===== src/rtl/mem_register.sv =====
// MEM-stage pipeline register: one-cycle copy of execute results and control with stall/hold.
// Optional bubble insertion through a flush port when MEMREG_FLUSH_EN is defined.
module mem_register (
  input  logic        clock,
  input  logic        resetn,
  input  logic        stall,
`ifdef MEMREG_FLUSH_EN
  input  logic        flush,
`endif
  input  logic        dMEMWR,
  input  logic        dBRANCH,
  input  logic        dMEMTOREG,
  input  logic        dREGWR,
  input  logic [1:0]  dDSIZE,
  input  logic [1:0]  dFPOINT,
  input  logic        dZERO,
  input  logic        dLOADEXT,
  input  logic        dJUMP,
  input  logic        dJAL,
  input  logic        dJAR,
  input  logic [4:0]  dRW,
  input  logic [31:0] dEXECRESULT,
  input  logic [31:0] dBRANCHTARGET,
  input  logic [31:0] dBUSB,
  output logic        qMEMWR,
  output logic        qBRANCH,
  output logic        qMEMTOREG,
  output logic        qREGWR,
  output logic [1:0]  qDSIZE,
  output logic [1:0]  qFPOINT,
  output logic        qZERO,
  output logic        qLOADEXT,
  output logic        qJUMP,
  output logic        qJAL,
  output logic        qJAR,
  output logic [4:0]  qRW,
  output logic [31:0] qEXECRESULT,
  output logic [31:0] qBRANCHTARGET,
  output logic [31:0] qBUSB
);

  localparam int unsigned SizeW = 2;
  localparam int unsigned FpW   = 2;
  localparam int unsigned RegW  = 5;
  localparam int unsigned DataW = 32;

  typedef struct packed {
    logic             memwr;
    logic             branch;
    logic             memtoreg;
    logic             regwr;
    logic [SizeW-1:0] dsize;
    logic [FpW-1:0]   fpoint;
    logic             zero;
    logic             loadext;
    logic             jump;
    logic             jal;
    logic             jar;
    logic [RegW-1:0]  rw;
    logic [DataW-1:0] execresult;
    logic [DataW-1:0] branchtarget;
    logic [DataW-1:0] busb;
  } memreg_t;

  memreg_t stage_in_c;
  memreg_t stage_d;
  memreg_t stage_q;
  logic    flush_c;

`ifdef MEMREG_FLUSH_EN
  assign flush_c = flush;
`else
  assign flush_c = 1'b0;
`endif

  assign stage_in_c = '{
    memwr:        dMEMWR,
    branch:       dBRANCH,
    memtoreg:     dMEMTOREG,
    regwr:        dREGWR,
    dsize:        dDSIZE,
    fpoint:       dFPOINT,
    zero:         dZERO,
    loadext:      dLOADEXT,
    jump:         dJUMP,
    jal:          dJAL,
    jar:          dJAR,
    rw:           dRW,
    execresult:   dEXECRESULT,
    branchtarget: dBRANCHTARGET,
    busb:         dBUSB
  };

  // Flush beats stall: data loads, but every state-changing control bit is squashed.
  always_comb begin
    stage_d = stage_q;
    if (flush_c) begin
      stage_d          = stage_in_c;
      stage_d.memwr    = 1'b0;
      stage_d.branch   = 1'b0;
      stage_d.memtoreg = 1'b0;
      stage_d.regwr    = 1'b0;
      stage_d.jump     = 1'b0;
      stage_d.jal      = 1'b0;
      stage_d.jar      = 1'b0;
    end else if (!stall) begin
      stage_d = stage_in_c;
    end
  end

  always_ff @(posedge clock or negedge resetn) begin
    if (!resetn) begin
      stage_q <= '0;
    end else begin
      stage_q <= stage_d;
    end
  end

  assign qMEMWR        = stage_q.memwr;
  assign qBRANCH       = stage_q.branch;
  assign qMEMTOREG     = stage_q.memtoreg;
  assign qREGWR        = stage_q.regwr;
  assign qDSIZE        = stage_q.dsize;
  assign qFPOINT       = stage_q.fpoint;
  assign qZERO         = stage_q.zero;
  assign qLOADEXT      = stage_q.loadext;
  assign qJUMP         = stage_q.jump;
  assign qJAL          = stage_q.jal;
  assign qJAR          = stage_q.jar;
  assign qRW           = stage_q.rw;
  assign qEXECRESULT   = stage_q.execresult;
  assign qBRANCHTARGET = stage_q.branchtarget;
  assign qBUSB         = stage_q.busb;

endmodule


===== config.mk =====
export PLATFORM = sky130hd
export DESIGN_NAME = mem_register
export DESIGN_NICKNAME = d
export VERILOG_FILES = /design/src/rtl/mem_register.sv
export SDC_FILE = /design/constraint.sdc
export NUM_CORES = 1
export LEC_CHECK = 0
export ABC_AREA = 0
export CAP_MARGIN = 10
export CORE_MARGIN = 10
export CORE_UTILIZATION = 43
export DETAILED_ROUTE_END_ITERATION = 10
export PLACE_DENSITY = 0.92
export RECOVER_POWER = 50
export SLEW_MARGIN = 0
export SYNTH_ARGS = -nofsm -noshare
export SYNTH_HDL_FRONTEND = slang
export SYNTH_SLANG_ARGS = --single-unit
export TNS_END_PERCENT = 5

===== constraint.sdc =====
create_clock -name clock -period 1.6 [get_ports clock]
set_input_delay 0.48 -clock clock [delete_from_list [all_inputs] [get_ports clock]]
set_output_delay 0.48 -clock clock [all_outputs]
set_load 0.02 [all_outputs]

==> results of run 1 <==
==> stage by stage <==
step	utilization	setup WS [ns]	cell area, um2
after detailed placement	0.683	0.130	6980
after global routing	0.670	0.00364	6860
final	0.670	0.0478	6860
after CTS	0.694	-0.0573	7100
after floorplan	-	0.320	4480
after global placement	0.683	0.132	6980
==> logic make-up after synthesis <==
family	count (synthesis)
buf+inv	13
mux	114
flops	114
==> area by class of cell <==
| class | count | area [um2] | share of cell area |
|---|---|---|---|
| sequential | 114 | 2850 | 0.416 |
| timing repair buffer | 241 | 1830 | 0.267 |
| multi-input combinational | 114 | 1340 | 0.195 |
| clock buffer | 19 | 432 | 0.0629 |
| clock inverter | 12 | 235 | 0.0343 |
| tap | 136 | 170 | 0.0248 |
==> repair_timing <==
item / 4_1_cts / 5_1_grt
setup buffers: 0 / 0
pin swaps: 0 / 0
hold buffers: 1 / 0
gates resized for setup: 455 / 2
endpoints found under the hold margin: 8 / 0
endpoints found under the setup margin: 114 / 2
==> metal layers <==
| metal | part of all wire | vias up |
|---|---|---|
| met5 | 0 | - |
| met4 | 0.019 | 0 |
| met3 | 0.11 | 20 |
| met2 | 0.53 | 155 |
| met1 | 0.34 | 1510 |
| li1 | - | 1342 |
==> sequential cells by signal, summed over array words and instances, names as in the netlist, 2 cells and up <==
register	flops
qBUSB	32
qDSIZE	2
qFPOINT	2
qRW	5
qBRANCHTARGET	32
qEXECRESULT	32
==> synth_stat cells <==
cell       n
buf_2      5
buf_6      7
buf_8      1
dfrtp_1  114
mux2_2    54
mux2_4    60
==> power by group through the flow <==
stage               clock network (W)  registers (W)  logic (W)
floorplan                           0        0.00373   0.000467
global placement                    0        0.00335    0.00188
detailed placement                  0        0.00338    0.00191
CTS                           0.00435        0.00333    0.00165
global route                  0.00448        0.00336    0.00159
finish                        0.00427        0.00332    0.00149
==> how the worst max path moves through the flow <==
stage          slack [ns]                   from                            end
4_1_cts             -0.06  qBUSB[25]$_DFFE_PN0N_                      qBUSB[25]
3_3_place_gp         0.13  qBUSB[24]$_DFFE_PN0N_                      qBUSB[24]
3_5_place_dp         0.13   qBUSB[8]$_DFFE_PN0N_                       qBUSB[8]
5_1_grt             0.004  qBUSB[16]$_DFFE_PN0N_                      qBUSB[16]
6_report             0.05  qBUSB[16]$_DFFE_PN0N_                      qBUSB[16]
2_1_floorplan        0.32                  stall  qBRANCHTARGET[10]$_DFFE_PN0N_
==> results_dict.tcl, run 1 <==
set metrics [dict create \
    grt_pass1_vias 3562 \
    grt_use_total 0.188 \
    mostFrequentLayoutCells "114 x clkdlybuf4s50_1, 114 x buf_2, 114 x dfrtp_1, 54 x mux2_2, 45 x mux2_1" \
    internal_power_w 0.00690 \
    arrival_ns 1.07 \
    core-area_um2 10200 \
    worstMarginPinSlew_ns 0.860 \
    timing.slew.headroom 0.426 \
    insertedDiodeCount 0 \
    fill_cells 781 \
    synth-seq-cells 114 \
    grt_overflow 0 \
    clkPwrFrac 0.470 \
    wire_per_inst_um 21.5 \
    yosys-top-cells-area "dfrtp_1 64%, mux2_4 20%, mux2_2 14%" \
    hold_depth 1 \
    clkTransAtPathRegs_ns 0.05 \
    final_nets 605 \
    avgSynthCellArea_um2 18.6 \
    fin_skew_ns 0 \
    dp.cells 604 \
    synth_nets 358 \
    setup_violations 0 \
    viasPerCell 4.76 \
    worstRegToRegCells 1 \
    synth_cells 241 \
    synthSimpleGateAreaFrac 0 \
    path_depth 1 \
    synth_top_area_share 0.637 \
    period_needed_ns 1.55 \
    clock.fmax_mhz 644 \
    whs_ns 0.482 \
    drt_iter0_drc 130 \
    grt_pass1_wl_mm 21.0 \
    stdcell_count 636 \
    cp_top_family "flip-flops" \
    cts_inserted_buffers 17 \
    yosys.area_share.xor_xnor 0 \
    final-hold-violation-count 0 \
    grtUsageMet1 0.188 \
    insertion_delay_ns 0.51 \
    synth_top_family_by_area "multiplexers" \
    cpPeakStageDelay_ns 0.38 \
    dp_hpwl_mm 10.4 \
    cp-end-kind "primary output" \
    final.setup.tns_ns 0 \
    use_met3 0.0990 \
    antenna_found_initial 0 \
    synth_area_leader_cell "dfrtp_1" \
    initial_core_util 0.438 \
    seq_area_frac_synth 0.637 \
    reg2reg_to "qBRANCHTARGET[15]$_DFFE_PN0N_" \
    rsz0062_at_grt "no" \
    gp_congestion 0.784 \
    finalCritPeriodShare 0.970 \
    area_growth_pct 53.1 \
    htreeDepth 4 \
    use_met2 0.319 \
    crit_path_start_kind "flop" \
    whs_endpoint "qBRANCHTARGET[11]$_DFFE_PN0N_" \
    required_ns 1.12 \
    hp-start "qBRANCHTARGET[11]$_DFFE_PN0N_" \
    p_comb_frac 0.164 \
    path_cells "buf_2" \
    timing.rr.start "qBRANCHTARGET[15]$_DFFE_PN0N_" \
    synth-compound-area-share 0 \
    critPathMaxFanout 2 \
    muxShareOfSynthArea 0.337 \
    drc 0 \
    crit_buf_inv 1 \
    grt_max_degree 51 \
    drv_cap 0 \
    hp-class "flop to flop" \
    yosys.area_share.adder 0 \
    dieWidth_um 122 \
    die_y_um 122 \
    cts_num_sinks 114 \
    drtPass1Iterations 4 \
    drive_gt1_frac 0.440 \
    drt_wl_total_mm 13.7 \
    slew_violations 0 \
    top_usage_layer "met2" \
    ios 231 \
    ant_nets 0 \
    p_per_area_nw_per_um2 1320 \
    swShare 0.240 \
    io_buffers 230 \
    leakage_nw 3.14 \
    synth.distinct_cells 6 \
    critical_path.slowest_cell "dfrtp_1" \
    p_seq_frac 0.366 \
    p_sw_w 0.00218 \
    clock_path_buffers 2 \
    root_buffer "clkbuf_8" \
    status "finished, final reports clean" \
    synth_warnings 0 \
    cts_tree "built" \
    rows 37 \
    p_total_w 0.00908 \
    die_area_um2 14900 \
    irDropWorstVdd_uv 874 \
    reg2reg_setup_slack_ns 0.77 \
    path_class "flop to primary output" \
    num_vias 3027 \
    syn_area_um2 4480 \
]
Power figures use the tool's default switching activity.
==> run 2: changes to the inputs <==
--- a/config.mk
+++ b/config.mk
@@ -10,6 +10,7 @@
 export CORE_MARGIN = 10
 export CORE_UTILIZATION = 43
 export DETAILED_ROUTE_END_ITERATION = 10
+export GPL_TIMING_DRIVEN = 0
 export PLACE_DENSITY = 0.92
 export RECOVER_POWER = 50
 export SLEW_MARGIN = 0
==> run 2 against run 1 <==
Maximum frequency down 1.6%. Global-route usage up 0.20 points. Clock power down 13%. Power down 5.7%. Flip-flop and latch count unchanged. Die area unchanged. Via count up 0.56%. Clock-buffer cell count up 7. Largest cell class unchanged. Highest routed layer unchanged.
==> results_dict.tcl, run 2 (synthesis results as in run 1) <==
set metrics [dict create \
    status "finished, final reports clean" \
    final_nets 608 \
    final.setup.tns_ns 0 \
    final-hold-violation-count 0 \
    dp_hpwl_mm 10.5 \
    irDropWorstVdd_uv 777 \
    rsz0062_at_grt "yes" \
    finalCritPeriodShare 0.986 \
    grt_max_degree 64 \
    p_per_area_nw_per_um2 1250 \
    insertion_delay_ns 0.52 \
    required_ns 1.12 \
    htreeDepth 4 \
    rows 37 \
    detailed_place.area_um2 6970 \
    clock_path_buffers 2 \
    die_area_um2 14900 \
    core-area_um2 10200 \
    critPathMaxFanout 2 \
    gp_congestion 0.809 \
    drc 0 \
    wire_per_inst_um 21.6 \
    crit_path_start_kind "flop" \
    utilization 0.670 \
    io_buffers 229 \
    ios 231 \
    initial_core_util 0.438 \
    num_vias 3044 \
    area_growth_pct 53.0 \
    drt_iter0_drc 99 \
    die_y_um 122 \
    cpPeakStageDelay_ns 0.42 \
    grt_overflow 0 \
    grt_use_total 0.190 \
    antenna_found_initial 0 \
    cp-end-kind "primary output" \
    cp_top_family "flip-flops" \
    fin_skew_ns 0 \
    timing.slew.headroom 0.501 \
    stdcell_area_um2 6860 \
    postCtsSetupRepairBufs 0 \
    cts_num_sinks 114 \
    ant_nets 0 \
    setup_violations 0 \
    grt_pass1_wl_mm 21.1 \
    hp-class "flop to flop" \
    drv_cap 0 \
    drt_wl_total_mm 13.8 \
    drtPass1Iterations 4 \
    cts_tree "built" \
    critical_path.slowest_cell "dfrtp_1" \
    drive_gt1_frac 0.416 \
    clkTransAtPathRegs_ns 0.05 \
    p_total_w 0.00856 \
    viasPerCell 4.77 \
    root_buffer "clkbuf_8" \
    dp.cells 607 \
    path_cells "buf_6" \
    worstMarginPinSlew_ns 0.749 \
    grt_pass1_vias 3548 \
    mostFrequentLayoutCells "114 x clkdlybuf4s50_1, 114 x dfrtp_1, 99 x buf_2, 55 x mux2_1, 52 x mux2_2" \
    cts_inserted_buffers 17 \
    crit_buf_inv 1 \
    path_class "flop to primary output" \
    clock.fmax_mhz 634 \
    period_needed_ns 1.58 \
    arrival_ns 1.10 \
    slew_violations 0 \
    dieWidth_um 122 \
    leakage_nw 3.11 \
    reg2reg_setup_slack_ns 0.72 \
    stdcell_count 638 \
    insertedDiodeCount 0 \
]
-- run 2: changes by cell type in the layout (fill, tap and decap cells not counted), moves of 2 or more --
cell       change
buf_6         +16
clkbuf_1       +2
mux2_1        +10
clkbuf_8       +6
bufinv_16      -5
buf_4          +4
clkinv_2       -3
mux2_2         -2
buf_12         -3
mux2_4         -8
buf_2         -15
-- run 2: report_power, final --
group	internal [W]	switching [W]	leakage, nW
registers	0.00318	0.000159	1.33
logic	0.000729	0.000780	1.49
clock network	0.00248	0.00123	0.293
total	0.00639	0.00217	3.11
-- run 2: path summary, 6_finish.rpt --
kind | to | cells after the start | from
max | qEXECRESULT[0] | 1 | qEXECRESULT[0]$_DFFE_PN0N_
max in group asynchronous | qDSIZE[0]$_DFFE_PN0N_ | 3 | resetn
min reg2reg | qBUSB[29]$_DFFE_PN0N_ | 1 | qBUSB[29]$_DFFE_PN0N_
max reg2reg | qBUSB[23]$_DFFE_PN0N_ | 1 | qBUSB[23]$_DFFE_PN0N_
min | qBUSB[29]$_DFFE_PN0N_ | 1 | qBUSB[29]$_DFFE_PN0N_
min in group asynchronous | qBUSB[23]$_DFFE_PN0N_ | 2 | resetn
-- run 2: cell type report --
class	count	area, um2
fillers	769	3380
flip-flops and latches	114	2850
repair buffers	231	1830
multi-input cells	114	1310
clock buffers	26	518
well taps	136	170
plain buffers	13	103
clock inverters	4	70.1
-- run 2: what timing repair did --
action | in CTS | in global routing
resized for setup | 459 | 25
gates cloned | 0 | 0
endpoints found under the hold margin | 2 | 0
endpoints found under the setup margin | 114 | 20
pin swaps | 0 | 0
hold buffers | 1 | 0
-- run 2: metal layers --
layer	vias to the layer above	track usage	wire (um)
met4	0	0.0884	300
met1	1514	0.192	4790
met5	-	0	0
met3	23	0.104	1580
li1	1348	-	-
met2	159	0.316	7110
-- run 2: stage by stage --
stage	worst slack, ns	hold WS (ns)
after floorplan	0.320	0.184
after global placement	-4.11	0.487
after detailed placement	0.132	0.493
after CTS	-0.0648	0.389
after global routing	-0.0169	0.502
final	0.0221	0.486
==> run 3: changes to the inputs <==
--- a/config.mk
+++ b/config.mk
@@ -7,13 +7,13 @@
 export LEC_CHECK = 0
 export ABC_AREA = 0
 export CAP_MARGIN = 10
-export CORE_MARGIN = 10
+export CORE_MARGIN = 5
 export CORE_UTILIZATION = 43
 export DETAILED_ROUTE_END_ITERATION = 10
 export GPL_TIMING_DRIVEN = 0
 export PLACE_DENSITY = 0.92
 export RECOVER_POWER = 50
-export SLEW_MARGIN = 0
+export SLEW_MARGIN = 25
 export SYNTH_ARGS = -nofsm -noshare
 export SYNTH_HDL_FRONTEND = slang
 export SYNTH_SLANG_ARGS = --single-unit
==> run 3 against run 2 <==
Utilization shrank 1.5 points. Via count shrank 1.2%. Sequential power is essentially flat. Cell count grew 0.16%. Sequential share of layout area grew 0.97 points. Worst hold slack lost 0.0045 ns. Worst setup slack gained 0.023 ns. Highest routed layer unchanged.
==> results_dict.tcl, run 3 (synthesis results as in run 1) <==
set metrics [dict create \
    status "finished, final reports clean" \
    rsz0062_at_grt "yes" \
    finalCritPeriodShare 0.972 \
    dieWidth_um 112 \
    grt_overflow 0 \
    critPathMaxFanout 2 \
    mostFrequentLayoutCells "114 x clkdlybuf4s50_1, 114 x dfrtp_1, 109 x buf_2, 53 x mux2_2, 49 x mux2_1" \
    final_nets 608 \
    path_cells "buf_2" \
    insertion_delay_ns 0.51 \
    rows 37 \
    drtPass1Iterations 4 \
    io_buffers 229 \
    area_growth_pct 49.5 \
    swShare 0.264 \
    required_ns 1.12 \
    fin_skew_ns 0 \
    root_buffer "clkbuf_8" \
    p_per_area_nw_per_um2 1180 \
    stdcell_area_um2 6700 \
    hp-start "qBRANCHTARGET[7]$_DFFE_PN0N_" \
    dp.cells 607 \
    critical_path.slowest_cell "dfrtp_1" \
    cts_inserted_buffers 17 \
    drv_cap 0 \
    slew_violations 0 \
    final-hold-violation-count 0 \
    grt_pass1_wl_mm 19.6 \
    ios 231 \
    crit_path_start_kind "flop" \
    p_seq_frac 0.420 \
    clock.fmax_mhz 643 \
    antenna_found_initial 0 \
    die_area_um2 12600 \
    initial_core_util 0.438 \
    worstRegToRegCells 1 \
    dp_hpwl_mm 9.38 \
    fill_cells 830 \
    reg2reg_setup_slack_ns 0.73 \
    hp-class "flop to flop" \
    cpPeakStageDelay_ns 0.39 \
    p_comb_frac 0.185 \
    drive_gt1_frac 0.414 \
    arrival_ns 1.08 \
    internal_power_w 0.00583 \
    gp_congestion 0.797 \
    die_y_um 112 \
    irDropWorstVdd_uv 784 \
    num_vias 3008 \
    cts_num_sinks 114 \
    drt_wl_total_mm 12.2 \
    htreeDepth 4 \
    whs_ns 0.482 \
    crit_buf_inv 1 \
    core-area_um2 10200 \
    grt_pass1_vias 3496 \
    timing.rr.start "qBUSB[25]$_DFFE_PN0N_" \
    viasPerCell 4.71 \
    insertedDiodeCount 0 \
    drc 0 \
    grt_max_degree 69 \
    grt_use_total 0.205 \
    reg2reg_to "qBUSB[25]$_DFFE_PN0N_" \
    detailed_place.area_um2 6970 \
    cp-end-kind "primary output" \
    leakage_nw 3.04 \
    wire_per_inst_um 19.1 \
    ant_nets 0 \
    whs_endpoint "qBRANCHTARGET[7]$_DFFE_PN0N_" \
    clock_path_buffers 2 \
    clkPwrFrac 0.394 \
    postCtsSetupRepairBufs 0 \
    cts_tree "built" \
    setup_violations 0 \
    timing.slew.headroom 0.586 \
    hold_depth 1 \
    period_needed_ns 1.56 \
    cp_top_family "flip-flops" \
    path_class "flop to primary output" \
    stdcell_count 639 \
    clkTransAtPathRegs_ns 0.05 \
    worstMarginPinSlew_ns 0.620 \
    p_sw_w 0.00209 \
    drt_iter0_drc 69 \
]
-- run 3: cell types whose count changed in the layout (fill, tap and decap cells not counted), sizes merged --
cell,delta
buf,-4
clkinv,+5
bufinv,-2
dlymetal6s2s,-1
clkbuf,+3
-- run 3: routing by layer --
metal | vias to the layer above | GRT usage | part of all wire
met5 | - | 0 | 0
met4 | 0 | 0.0857 | 0.022
met3 | 24 | 0.0927 | 0.098
met2 | 150 | 0.358 | 0.52
met1 | 1491 | 0.214 | 0.36
li1 | 1343 | - | -
-- run 3: area by class of cell --
| type | instances | area [um2] | share of cell area |
|---|---|---|---|
| Timing Repair Buffer | 231 | 1790 | 0.267 |
| Clock inverter | 7 | 35.0 | 0.00523 |
| Tap cell | 136 | 170 | 0.0254 |
| Clock buffer | 24 | 460 | 0.0687 |
| Sequential cell | 114 | 2850 | 0.426 |
| Multi-Input combinational cell | 114 | 1330 | 0.198 |
| Buffer | 13 | 60.1 | 0.00897 |
-- run 3: how the worst max path moves through the flow --
stage | from | depth (start not counted) | slack (ns) | endpoint
floorplan | stall | 4 | 0.32 | qBRANCHTARGET[10]$_DFFE_PN0N_
global placement | resetn | 1 | -4.06 | qBRANCHTARGET[2]$_DFFE_PN0N_
detailed placement | qBUSB[25]$_DFFE_PN0N_ | 1 | 0.12 | qBUSB[25]
CTS | qFPOINT[1]$_DFFE_PN0N_ | 1 | -0.09 | qFPOINT[1]
global route | qEXECRESULT[19]$_DFFE_PN0N_ | 1 | -0.005 | qEXECRESULT[19]
finish | qBUSB[8]$_DFFE_PN0N_ | 1 | 0.04 | qBUSB[8]
-- run 3: repair_timing --
item / 4_1_cts / 5_1_grt
hold buffers: 1 / 0
endpoints found under the hold margin: 67 / 0
setup endpoints to repair: 114 / 8
gates resized for setup: 455 / 12
-- run 3: through the flow --
stage | utilization | setup slack, ns | TNS (ns) | total power [W]
after detailed placement | 0.681 | 0.116 | 0 | 0.00527
after floorplan | - | 0.320 | 0 | 0.00420
final | 0.655 | 0.0450 | 0 | 0.00792
after global routing | 0.655 | -0.00455 | -0.00455 | 0.00829
after global placement | 0.679 | -4.06 | -461.70 | 0.00520
after CTS | 0.676 | -0.0883 | -0.148 | 0.00816
-- run 3: power by group through the flow --
stage / combinational, W / clock, W / sequential (W)
finish: 0.00147 / 0.00312 / 0.00333
floorplan: 0.000467 / 0 / 0.00373
detailed placement: 0.00188 / 0 / 0.00339
CTS: 0.00162 / 0.00320 / 0.00334
global placement: 0.00184 / 0 / 0.00336
global route: 0.00157 / 0.00336 / 0.00337
